===== src/rtl/mult8b_rev_pkg.sv =====
// mult8b_rev_pkg: garbage layout and direction states shared by the reversible multiplier and its garbage stack
package mult8b_rev_pkg;
  localparam int GARBAGE_W = 63;
  localparam int B0_OFS  = 0;
  localparam int B2_OFS  = 8;
  localparam int B3_OFS  = 16;
  localparam int B4_OFS  = 24;
  localparam int B5_OFS  = 32;
  localparam int B6_OFS  = 40;
  localparam int B7_OFS  = 48;
  localparam int XC0_OFS = 56;
  localparam int B_W     = 8;
  localparam int XC0_W   = 7;
  typedef enum logic [1:0] {FWD, TURN_B, BWD, TURN_F} dir_state_e;
endpackage


===== src/rtl/mult8b_garbage_stack_if.sv =====
// mult8b_garbage_stack_if: direction, push and pop handshake between multiplier side and garbage stack
interface mult8b_garbage_stack_if #(parameter int DEPTH = 16);
  import mult8b_rev_pkg::*;
  logic                   dir_req;
  logic                   dir;
  logic                   turn_busy;
  logic                   f_valid;
  logic                   f_ready;
  logic [GARBAGE_W-1:0]   f_garbage;
  logic                   r_pop;
  logic                   r_valid;
  logic [GARBAGE_W-1:0]   r_garbage;
  logic [$clog2(DEPTH):0] count;
  logic                   full;
  logic                   empty;
  logic                   err_underflow;
  logic                   err_clr;
  modport master (
    output dir_req, f_valid, f_garbage, r_pop, err_clr,
    input  dir, turn_busy, f_ready, r_valid, r_garbage, count, full, empty, err_underflow
  );
  modport slave (
    input  dir_req, f_valid, f_garbage, r_pop, err_clr,
    output dir, turn_busy, f_ready, r_valid, r_garbage, count, full, empty, err_underflow
  );
endinterface


===== src/rtl/garbage_lifo.sv =====
// garbage_lifo: DEPTH-entry LIFO of garbage words with stack pointer, count and full/empty flags
module garbage_lifo
  import mult8b_rev_pkg::*;
#(
  parameter int DEPTH = 16
) (
  input  logic                   clk,
  input  logic                   rst_n,
  input  logic                   push,
  input  logic                   pop,
  input  logic [GARBAGE_W-1:0]   wdata,
  output logic [GARBAGE_W-1:0]   rdata,
  output logic [$clog2(DEPTH):0] count,
  output logic                   full,
  output logic                   empty
);
  localparam int AW = $clog2(DEPTH);
  logic [GARBAGE_W-1:0] mem [DEPTH];
  logic [AW:0]          sp;
  logic [AW-1:0]        rd_idx;
  assign rd_idx = sp[AW-1:0] - 1'b1;
  assign rdata  = mem[rd_idx];
  assign count  = sp;
  assign full   = sp == (AW+1)'(DEPTH);
  assign empty  = sp == '0;
  always_ff @(posedge clk or negedge rst_n)
    if (!rst_n) sp <= '0;
    else sp <= push ? sp + 1'b1 : pop ? sp - 1'b1 : sp;
  // storage is not reset: only sp defines which entries are live
  always_ff @(posedge clk)
    if (push) mem[sp[AW-1:0]] <= wdata;
endmodule


===== src/rtl/mult8b_garbage_stack.sv =====
// mult8b_garbage_stack: garbage LIFO plus direction sequencer for the reversible 8-bit multiplier
module mult8b_garbage_stack
  import mult8b_rev_pkg::*;
#(
  parameter int DEPTH       = 16,
  parameter int TURN_CYCLES = 1
) (
  input logic                   clk,
  input logic                   rst_n,
  mult8b_garbage_stack_if.slave bus
);
  localparam int TW = TURN_CYCLES > 1 ? $clog2(TURN_CYCLES) : 1;
  localparam logic [TW-1:0] TLAST = TW'(TURN_CYCLES - 1);
  dir_state_e           state;
  logic [TW-1:0]        tcnt;
  logic                 push;
  logic                 pop;
  logic                 full;
  logic                 empty;
  logic [GARBAGE_W-1:0] top_data;
  assign bus.full    = full;
  assign bus.empty   = empty;
  assign bus.f_ready = state == FWD && !full;
  assign push        = bus.f_valid && bus.f_ready;
  assign pop         = state == BWD && bus.r_pop && !empty;
  garbage_lifo #(.DEPTH(DEPTH)) u_lifo (
    .clk   (clk),
    .rst_n (rst_n),
    .push  (push),
    .pop   (pop),
    .wdata (bus.f_garbage),
    .rdata (top_data),
    .count (bus.count),
    .full  (full),
    .empty (empty)
  );
  // dir flips on entry to a turn state so the bus settles before any transfer
  always_ff @(posedge clk or negedge rst_n)
    if (!rst_n) begin
      state         <= FWD;
      bus.dir       <= 1'b0;
      bus.turn_busy <= 1'b0;
      tcnt          <= '0;
    end else
      case (state)
        FWD:
          if (bus.dir_req) begin
            state         <= TURN_B;
            bus.dir       <= 1'b1;
            bus.turn_busy <= 1'b1;
            tcnt          <= '0;
          end
        TURN_B:
          if (tcnt == TLAST) begin
            state         <= BWD;
            bus.turn_busy <= 1'b0;
          end else tcnt <= tcnt + 1'b1;
        BWD:
          if (!bus.dir_req) begin
            state         <= TURN_F;
            bus.dir       <= 1'b0;
            bus.turn_busy <= 1'b1;
            tcnt          <= '0;
          end
        TURN_F:
          if (tcnt == TLAST) begin
            state         <= FWD;
            bus.turn_busy <= 1'b0;
          end else tcnt <= tcnt + 1'b1;
      endcase
  always_ff @(posedge clk or negedge rst_n)
    if (!rst_n) begin
      bus.r_valid       <= 1'b0;
      bus.r_garbage     <= '0;
      bus.err_underflow <= 1'b0;
    end else begin
      bus.r_valid       <= pop;
      bus.r_garbage     <= pop ? top_data : bus.r_garbage;
      bus.err_underflow <= bus.err_clr ? 1'b0 :
                           (state == BWD && bus.r_pop && empty) ? 1'b1 : bus.err_underflow;
    end
endmodule


===== src/flat_wrapper.sv =====
// flat-port wrapper written by rule: the top's interface ports become plain ports
module mult8b_garbage_stack_flat import mult8b_rev_pkg::*;
#(
  parameter int DEPTH       = 16,
  parameter int TURN_CYCLES = 1
)
  (clk, rst_n, bus_dir_req, bus_f_valid, bus_f_garbage, bus_r_pop, bus_err_clr, bus_dir, bus_turn_busy, bus_f_ready, bus_r_valid, bus_r_garbage, bus_count, bus_full, bus_empty, bus_err_underflow);
  mult8b_garbage_stack_if #(.DEPTH(DEPTH)) bus_i ();
  input logic clk;
  input logic rst_n;
  input wire logic [$bits(bus_i.dir_req)-1:0] bus_dir_req;
  input wire logic [$bits(bus_i.f_valid)-1:0] bus_f_valid;
  input wire logic [$bits(bus_i.f_garbage)-1:0] bus_f_garbage;
  input wire logic [$bits(bus_i.r_pop)-1:0] bus_r_pop;
  input wire logic [$bits(bus_i.err_clr)-1:0] bus_err_clr;
  output wire logic [$bits(bus_i.dir)-1:0] bus_dir;
  output wire logic [$bits(bus_i.turn_busy)-1:0] bus_turn_busy;
  output wire logic [$bits(bus_i.f_ready)-1:0] bus_f_ready;
  output wire logic [$bits(bus_i.r_valid)-1:0] bus_r_valid;
  output wire logic [$bits(bus_i.r_garbage)-1:0] bus_r_garbage;
  output wire logic [$bits(bus_i.count)-1:0] bus_count;
  output wire logic [$bits(bus_i.full)-1:0] bus_full;
  output wire logic [$bits(bus_i.empty)-1:0] bus_empty;
  output wire logic [$bits(bus_i.err_underflow)-1:0] bus_err_underflow;
  assign bus_i.dir_req = bus_dir_req;
  assign bus_i.f_valid = bus_f_valid;
  assign bus_i.f_garbage = bus_f_garbage;
  assign bus_i.r_pop = bus_r_pop;
  assign bus_i.err_clr = bus_err_clr;
  assign bus_dir = bus_i.dir;
  assign bus_turn_busy = bus_i.turn_busy;
  assign bus_f_ready = bus_i.f_ready;
  assign bus_r_valid = bus_i.r_valid;
  assign bus_r_garbage = bus_i.r_garbage;
  assign bus_count = bus_i.count;
  assign bus_full = bus_i.full;
  assign bus_empty = bus_i.empty;
  assign bus_err_underflow = bus_i.err_underflow;
  mult8b_garbage_stack #(.DEPTH(DEPTH), .TURN_CYCLES(TURN_CYCLES)) u_core (.clk(clk), .rst_n(rst_n), .bus(bus_i));
endmodule

===== config.mk =====
export PLATFORM = sky130hd
export DESIGN_NAME = mult8b_garbage_stack_flat
export DESIGN_NICKNAME = d
export VERILOG_FILES = /design/src/rtl/mult8b_rev_pkg.sv /design/src/rtl/mult8b_garbage_stack_if.sv /design/src/rtl/garbage_lifo.sv /design/src/rtl/mult8b_garbage_stack.sv /design/src/flat_wrapper.sv
export SDC_FILE = /design/constraint.sdc
export NUM_CORES = 1
export LEC_CHECK = 0
export ABC_CLOCK_PERIOD_IN_PS = 16620
export CAP_MARGIN = 20
export CORE_UTILIZATION = 50
export CTS_BUF_LIST = sky130_fd_sc_hd__clkbuf_8
export CTS_CLUSTER_SIZE = 30
export DETAILED_ROUTE_END_ITERATION = 8
export GPL_TIMING_DRIVEN = 0
export PLACE_DENSITY = 0.67
export SYNTH_ARGS = -nofsm -noshare
export SYNTH_HDL_FRONTEND = slang
export SYNTH_HIERARCHICAL = 1
export SYNTH_SLANG_ARGS = --single-unit

===== constraint.sdc =====
create_clock -name clk -period 16.62 [get_ports clk]
set_clock_uncertainty 0.2 [all_clocks]
set_input_delay 1.662 -clock clk [delete_from_list [all_inputs] [get_ports clk]]
set_output_delay 1.662 -clock clk [all_outputs]
set_load 0.01 [all_outputs]

## Word level (Yosys, flattened, before mapping)

Memories as Yosys holds them, arrays and structs flattened. A register that Yosys moved wholly into a read port is not among the register bits.
Index checks and enable logic that the tools add are counted.

| cells by class | value |
|---|---|
| $add $sub $neg | 4 |
| equal/unequal tests | 9 |
| mux-type cells | 20 |
| reduce and logical (&&, ||, !) cells | 18 |

Operators by type and width:

| operator | count |
|---|---|
| $mux W1 | 10 |
| $mux W5 | 2 |
| $ne A2 B2 Y1 const B | 5 |
| $mux W2 | 4 |
| $pmux W2 S4 | 1 |
| $pmux W1 S3 | 2 |
| $reduce_and A3 Y1 | 2 |
| $reduce_bool A2 Y1 | 3 |
| $add A5 B1 Y5 const B | 1 |
| $eq A5 B5 Y1 const B | 1 |
| $logic_and A1 B1 Y1 | 5 |
| $logic_not A5 Y1 | 1 |
| $sub A5 B1 Y5 const B | 1 |
| $eq A2 B2 Y1 const B | 2 |
| $reduce_and A4 Y1 | 1 |
| $sub A4 B1 Y4 const B | 1 |
| $logic_not A1 Y1 | 3 |
| $eq A2 B1 Y1 const B | 1 |
| $logic_not A2 Y1 | 1 |
| $pmux W1 S2 | 1 |
| $reduce_and A2 Y1 | 1 |
| $reduce_or A2 Y1 | 1 |
| $add A1 B1 Y1 const B | 1 |

| word-level totals | value |
|---|---|
| register bits | 12 |
| RAM bits | 1008 |
| input port bits | 69 |
| output and inout port bits | 75 |
| memories | 1 |

Memories:

| name | words | bits a word | rd ports | clocked after memory_dff | wr ports | line | RTL |
|---|---|---|---|---|---|---|---|
| u_core.u_lifo.mem | 16 | 63 | 1 | 1 | 1 | garbage_lifo.sv:18 | `logic [GARBAGE_W-1:0] mem [DEPTH];` |

## Logic depth before layout (Yosys ltp)

| logic depth | value |
|---|---|
| depth in word-level cells | 6 |
| gate-level depth with buffers | 16 |
| gate-level depth less buffers | 11 |

## Modules after synthesis

Netlist, hierarchy kept.

Modules (own cells, without submodules):

| module | times used | cells each | area each (µm²) | sequential area each (µm²) |
|---|---|---|---|---|
| garbage_lifo | 1 | 1665 | 38943.6 | 30394.2 |
| mult8b_garbage_stack | 1 | 165 | 2957.8 | 1726.7 |

## Worst setup path after synthesis

No wires, ideal clock.

| path | value |
|---|---|
| path kind | register to register |
| start point | reg u_core.u_lifo.sp[0], in the netlist u_core/u_lifo/count[0] |
| end point | mem u_core.u_lifo.mem[1][0] (enable) |
| library setup time | 0.561 ns |
| data arrival time | 6.603 ns |
| path slack | 9.256 ns |
| stages on the path, launching flop included | 13 |
| path buffers | 5 |
| cells stage by stage | dfrtp_1 buf_6 buf_6 buf_6 buf_6 inv_1 ha_1 nor4bb_1 nor2b_1 and2_1 clkbuf_1 nand2_1 nor3_1 |

| between the ends | value |
|---|---|
| word-level cells in the longest chain between the ends | 6 |

RTL lines:

| what | line | RTL |
|---|---|---|
| start: declaration | garbage_lifo.sv:19 | `logic [AW:0] sp;` |
| start signal: assignment | garbage_lifo.sv:28 | `else sp <= push ? sp + 1'b1 : pop ? sp - 1'b1 : sp;` |
| $eq A5 B5 Y1 | garbage_lifo.sv:24 | `assign full = sp == (AW+1)'(DEPTH);` |
| net bus_full | flat_wrapper.sv:22 | `output wire logic [$bits(bus_i.full)-1:0] bus_full;` |
| $logic_not A1 Y1 | mult8b_garbage_stack.sv:23 | `assign bus.f_ready = state == FWD && !full;` |
| $logic_and A1 B1 Y1 | mult8b_garbage_stack.sv:23 |  |
| net bus_f_ready | flat_wrapper.sv:18 | `output wire logic [$bits(bus_i.f_ready)-1:0] bus_f_ready;` |
| $logic_and A1 B1 Y1 | mult8b_garbage_stack.sv:24 | `assign push = bus.f_valid && bus.f_ready;` |
| net u_core.push | mult8b_garbage_stack.sv:16 | `logic push;` |
| $mux W1 | garbage_lifo.sv:31 | `if (push) mem[sp[AW-1:0]] <= wdata;` |
| $mux W1 (not written as such) | garbage_lifo.sv:31 |  |
| end: declaration | garbage_lifo.sv:18 |  |

The timed path passes the listed nets, and every way through them passes these cells.

## Worst setup path in the final report

| path | value |
|---|---|
| start point | reg u_core.u_lifo.sp[0], in the netlist u_core/u_lifo/count[0] |
| end point | out bus_full |

| between the ends | value |
|---|---|
| word-level cells in the longest chain between the ends | 1 |

RTL lines:

| what | line |
|---|---|
| $eq A5 B5 Y1 | garbage_lifo.sv:24 |
| end: declaration | flat_wrapper.sv:22 |

No other way between the ends.

==> flow_metrics.env <==
export IMPL_post_route_min_period_ps=5850
export IMPL_share_seq_of_total_power=0.366
export IMPL_final_gp_congestion=0.743
export IMPL_post_drt_via_cell_ratio=5.84
export IMPL_ff2ff_setup_slack_ps=11570
export IMPL_maximum_number_of_pins_on_one_net_before_global_route_repair=55
export IMPL_clk_pin_slew_worst_paths_ps=60
export IMPL_synth_edff_count=1008
export IMPL_area_growth_syn_to_layout_pct=17.1
export IMPL_hold_buffers=0
export IMPL_grt_util_overall=0.222
export IMPL_async_flop_share=0.0684
export IMPL_floorplan_initialDensity=0.508
export IMPL_whs_path_depth=2
export IMPL_power_internal_uw=5920
export IMPL_final_net_count=2290
export IMPL_globalRouteOverflowTotal=0
export IMPL_fin_hold_ws_ps=297
export IMPL_worst_pin_slew_ps=1170
export IMPL_grt_pass1_vias=21300
export IMPL_grt_setup_unrepaired="no"
export IMPL_count_of_clock_tree_sinks=1082
export IMPL_r2r_start="u_core/u_lifo/count[0]"
export IMPL_ys_top_cells_by_count="1008 x edfxtp_1, 252 x mux4_2, 74 x dfrtp_1"
export IMPL_crit_required_ps=14760
export IMPL_start_kind="flip-flop"
export IMPL_mean_syn_cell_area_um2=22.9
export IMPL_max_freq_mhz=171
export IMPL_drv_cap=0
export IMPL_p_switching_uw=3050
export IMPL_timing_critical_path_to_type="output port"
export IMPL_dr_pass1_iters=5
export IMPL_post_route_util=0.595
export IMPL_power_share_switching=0.340
export IMPL_first_pass_grt_wire_length_mm=137
export IMPL_clkPwrFrac=0.234
export IMPL_final_hold_violation_count=0
export IMPL_routed_wire_length_per_instance_um=26.9
export IMPL_num_fill_cells=5808
export IMPL_synth_cells=1830
export IMPL_htree_num_levels=4
export IMPL_hold_path_startpoint="u_core/bus.err_underflow"
export IMPL_final_layout_size_suffix_gt1_frac=0.297
export IMPL_seq_total_area_yosys=0.767
export IMPL_r2r_end="u_core/u_lifo/mem[3][57]"
export IMPL_ff2ff_path_depth=15
export IMPL_ranking_of_synthesized_cells_by_area="edfxtp_1 72%, mux4_2 14%, dfrtp_1 4.4%, mux2_4 2.1%, mux2i_1 1.6%"
export IMPL_pin_count=144
export IMPL_report_final_slew_viol_count=0
export IMPL_drc_errors=0
export IMPL_total_power_uw=8970
export IMPL_route_final_wire_length_mm=92.1
export IMPL_cts_buffers_inserted=170
export IMPL_dieArea_um2=85000
export IMPL_cts_buffer_depth=3
export IMPL_initial_antenna_violation_count=2
export IMPL_cts_repair_timing_setup_buffer_count=0
export IMPL_timing_setup_critical_path_class="flip-flop to output port"
export IMPL_floorplan_core_area_um2=82500
export IMPL_place_hpwl_mm=59.4
export IMPL_layout_worst_path_cycle_share=0.352
export IMPL_post_cts_resized=0
export IMPL_multiInputGateArea_um2=9180
export IMPL_status="completed"
export IMPL_total_leakage_power_uw=0.0163
export IMPL_synthDominantAreaCellType="edfxtp_1"
export IMPL_clock_tree_from_tritoncts="done"
export IMPL_vdd_ir_drop_worst_v=0.000111
export IMPL_seq_area_um2=32100
export IMPL_postSynthRegisterBits=1082
export IMPL_tns_ps=0
export IMPL_die_width_um=291
export IMPL_worst_hold_path_type="flip-flop to flip-flop"
export IMPL_count_of_yosys_warnings_during_synthesis=6
export IMPL_io_buffers=143
export IMPL_timing_final_setup_violations=0
export IMPL_floorplan_die_height_um=291
export IMPL_detail_route_antenna_nets=0
export IMPL_post_synth_top_area_fraction=0.722
export IMPL_holdPathEnd="u_core/bus.err_underflow"
export IMPL_post_synth_instance_area_um2=41900
export IMPL_synth_most_common_cell="edfxtp_1"
export IMPL_worstSkewPairLatency_ps=820
export IMPL_p_comb_frac=0.400
export IMPL_detail_route_iter0_violations=1802
export IMPL_mappedNetlistNets=1911
export IMPL_timing_max_slew_rel_slack=0.209
export IMPL_worst_endpoint_arrival_ps=3990
export IMPL_dr_total_vias=20000
export IMPL_synth_cell_type_count=38
export IMPL_root_buffer_selected_by_cts="clkbuf_8"
export IMPL_rows=105
export IMPL_total_power_density_per_cell_area_nw_per_um2=183
export IMPL_synthFlopType="edfxtp_1"
export IMPL_timing_critical_path_fanout_max=10
[power groups by stage]
stage / registers (uW) / clock network [uW] / logic [uW]
global route: 3310 / 2270 / 3810
CTS: 3290 / 2150 / 3640
detailed placement: 3340 / 0 / 3630
floorplan: 3380 / 0 / 2330
finish: 3290 / 2100 / 3590
global placement: 3370 / 0 / 3530
[cell families after synthesis]
family,share of synthesized area
adders and majority gates,0.00376
buffers and inverters,0.0169
DFF,0.767
AOI/OAI and AO/OA,0.0234
muxes,0.174
and+or+nand+nor,0.0140
xor gates and xnor gates,0.00161
[state kept, by name, summed over array words and instances (netlist names)]
register	cells
u_core/bus.dir	1
u_core/bus.err_underflow	1
u_core/bus.turn_busy	1
u_core/bus.r_garbage	63
u_core/bus.r_valid	1
u_core/u_lifo/mem	1008
u_core/u_lifo/count	5
u_core/state	2
[cells in the final DEF (no fill, tap or decap), types with 3 or more instances in the layout]
master and count:
a211oi_1 38, a211oi_2 25, a21oi_1 65, buf_1 10, buf_12 26, buf_16 11, buf_2 27, buf_4 6
buf_6 50, bufinv_16 3, clkbuf_1 33, clkbuf_8 186, clkdlybuf4s50_1 142, clkinv_1 43, clkinv_2 12, clkinvlp_4 6
dfrtp_1 74, edfxtp_1 1008, ha_1 11, inv_1 63, inv_8 5, mux2_2 5, mux2_4 59, mux2i_1 65
mux4_2 252, nand2_1 10, nor2_1 4, nor2_4 12, nor2b_1 65, nor3_2 5, o21ai_0 6, xnor2_1 3
[worst max-delay path by stage]
stage                                 from                       end  slack [ps]  cells after the start
floorplan           u_core/u_lifo/count[0]   u_core/u_lifo/mem[1][0]        9260                     12
CTS                 u_core/u_lifo/count[0]                 bus_empty       10670                      8
global placement               bus_f_valid  u_core/u_lifo/mem[1][23]        3660                      5
detailed placement  u_core/u_lifo/count[0]                 bus_empty       11570                      8
global route        u_core/u_lifo/count[0]                  bus_full       10500                      8
finish              u_core/u_lifo/count[0]                  bus_full       10770                      8
[worst max-delay path, stage by stage, from the launching register on]
cell	delay [ps]
dfrtp_1	460
buf_6	170
buf_6	150
buf_6	190
buf_6	190
inv_1	100
ha_1	260
nor4bb_1	950
clkdlybuf4s50_1	710
[stage by stage]
step                instance area, um2  setup slack (ps)  instances
floorplan                        41900              9260       1830
global placement                 44700              3660       3043
detailed placement               45800             11570       3106
CTS                              49100             10670       3420
global route                     49100             10500       3422
finish                           49100             10770       3422
[per-layer routing]
layer | routed length (um) | up-vias | share of wire | global-route usage
met5 | 0 | - | 0 | 0
met4 | 1820 | 0 | 0.020 | 0.0653
met3 | 6630 | 122 | 0.072 | 0.0521
met2 | 45700 | 751 | 0.50 | 0.357
met1 | 37900 | 10700 | 0.41 | 0.305
li1 | - | 8457 | - | -
[final cells by class]
cell class / instances / share of cell area
Sequential cell: 1082 / 0.655
Multi-Input combinational cell: 641 / 0.187
Clock buffer: 186 / 0.0522
Timing Repair Buffer: 207 / 0.0509
Tap cell: 1070 / 0.0273
Buffer: 100 / 0.0139
Clock inverter: 128 / 0.0132
Inverter: 7 / 0.000536
Antenna cell: 1 / 0.0000510
No activity file was read; power rests on OpenSTA's default activity.
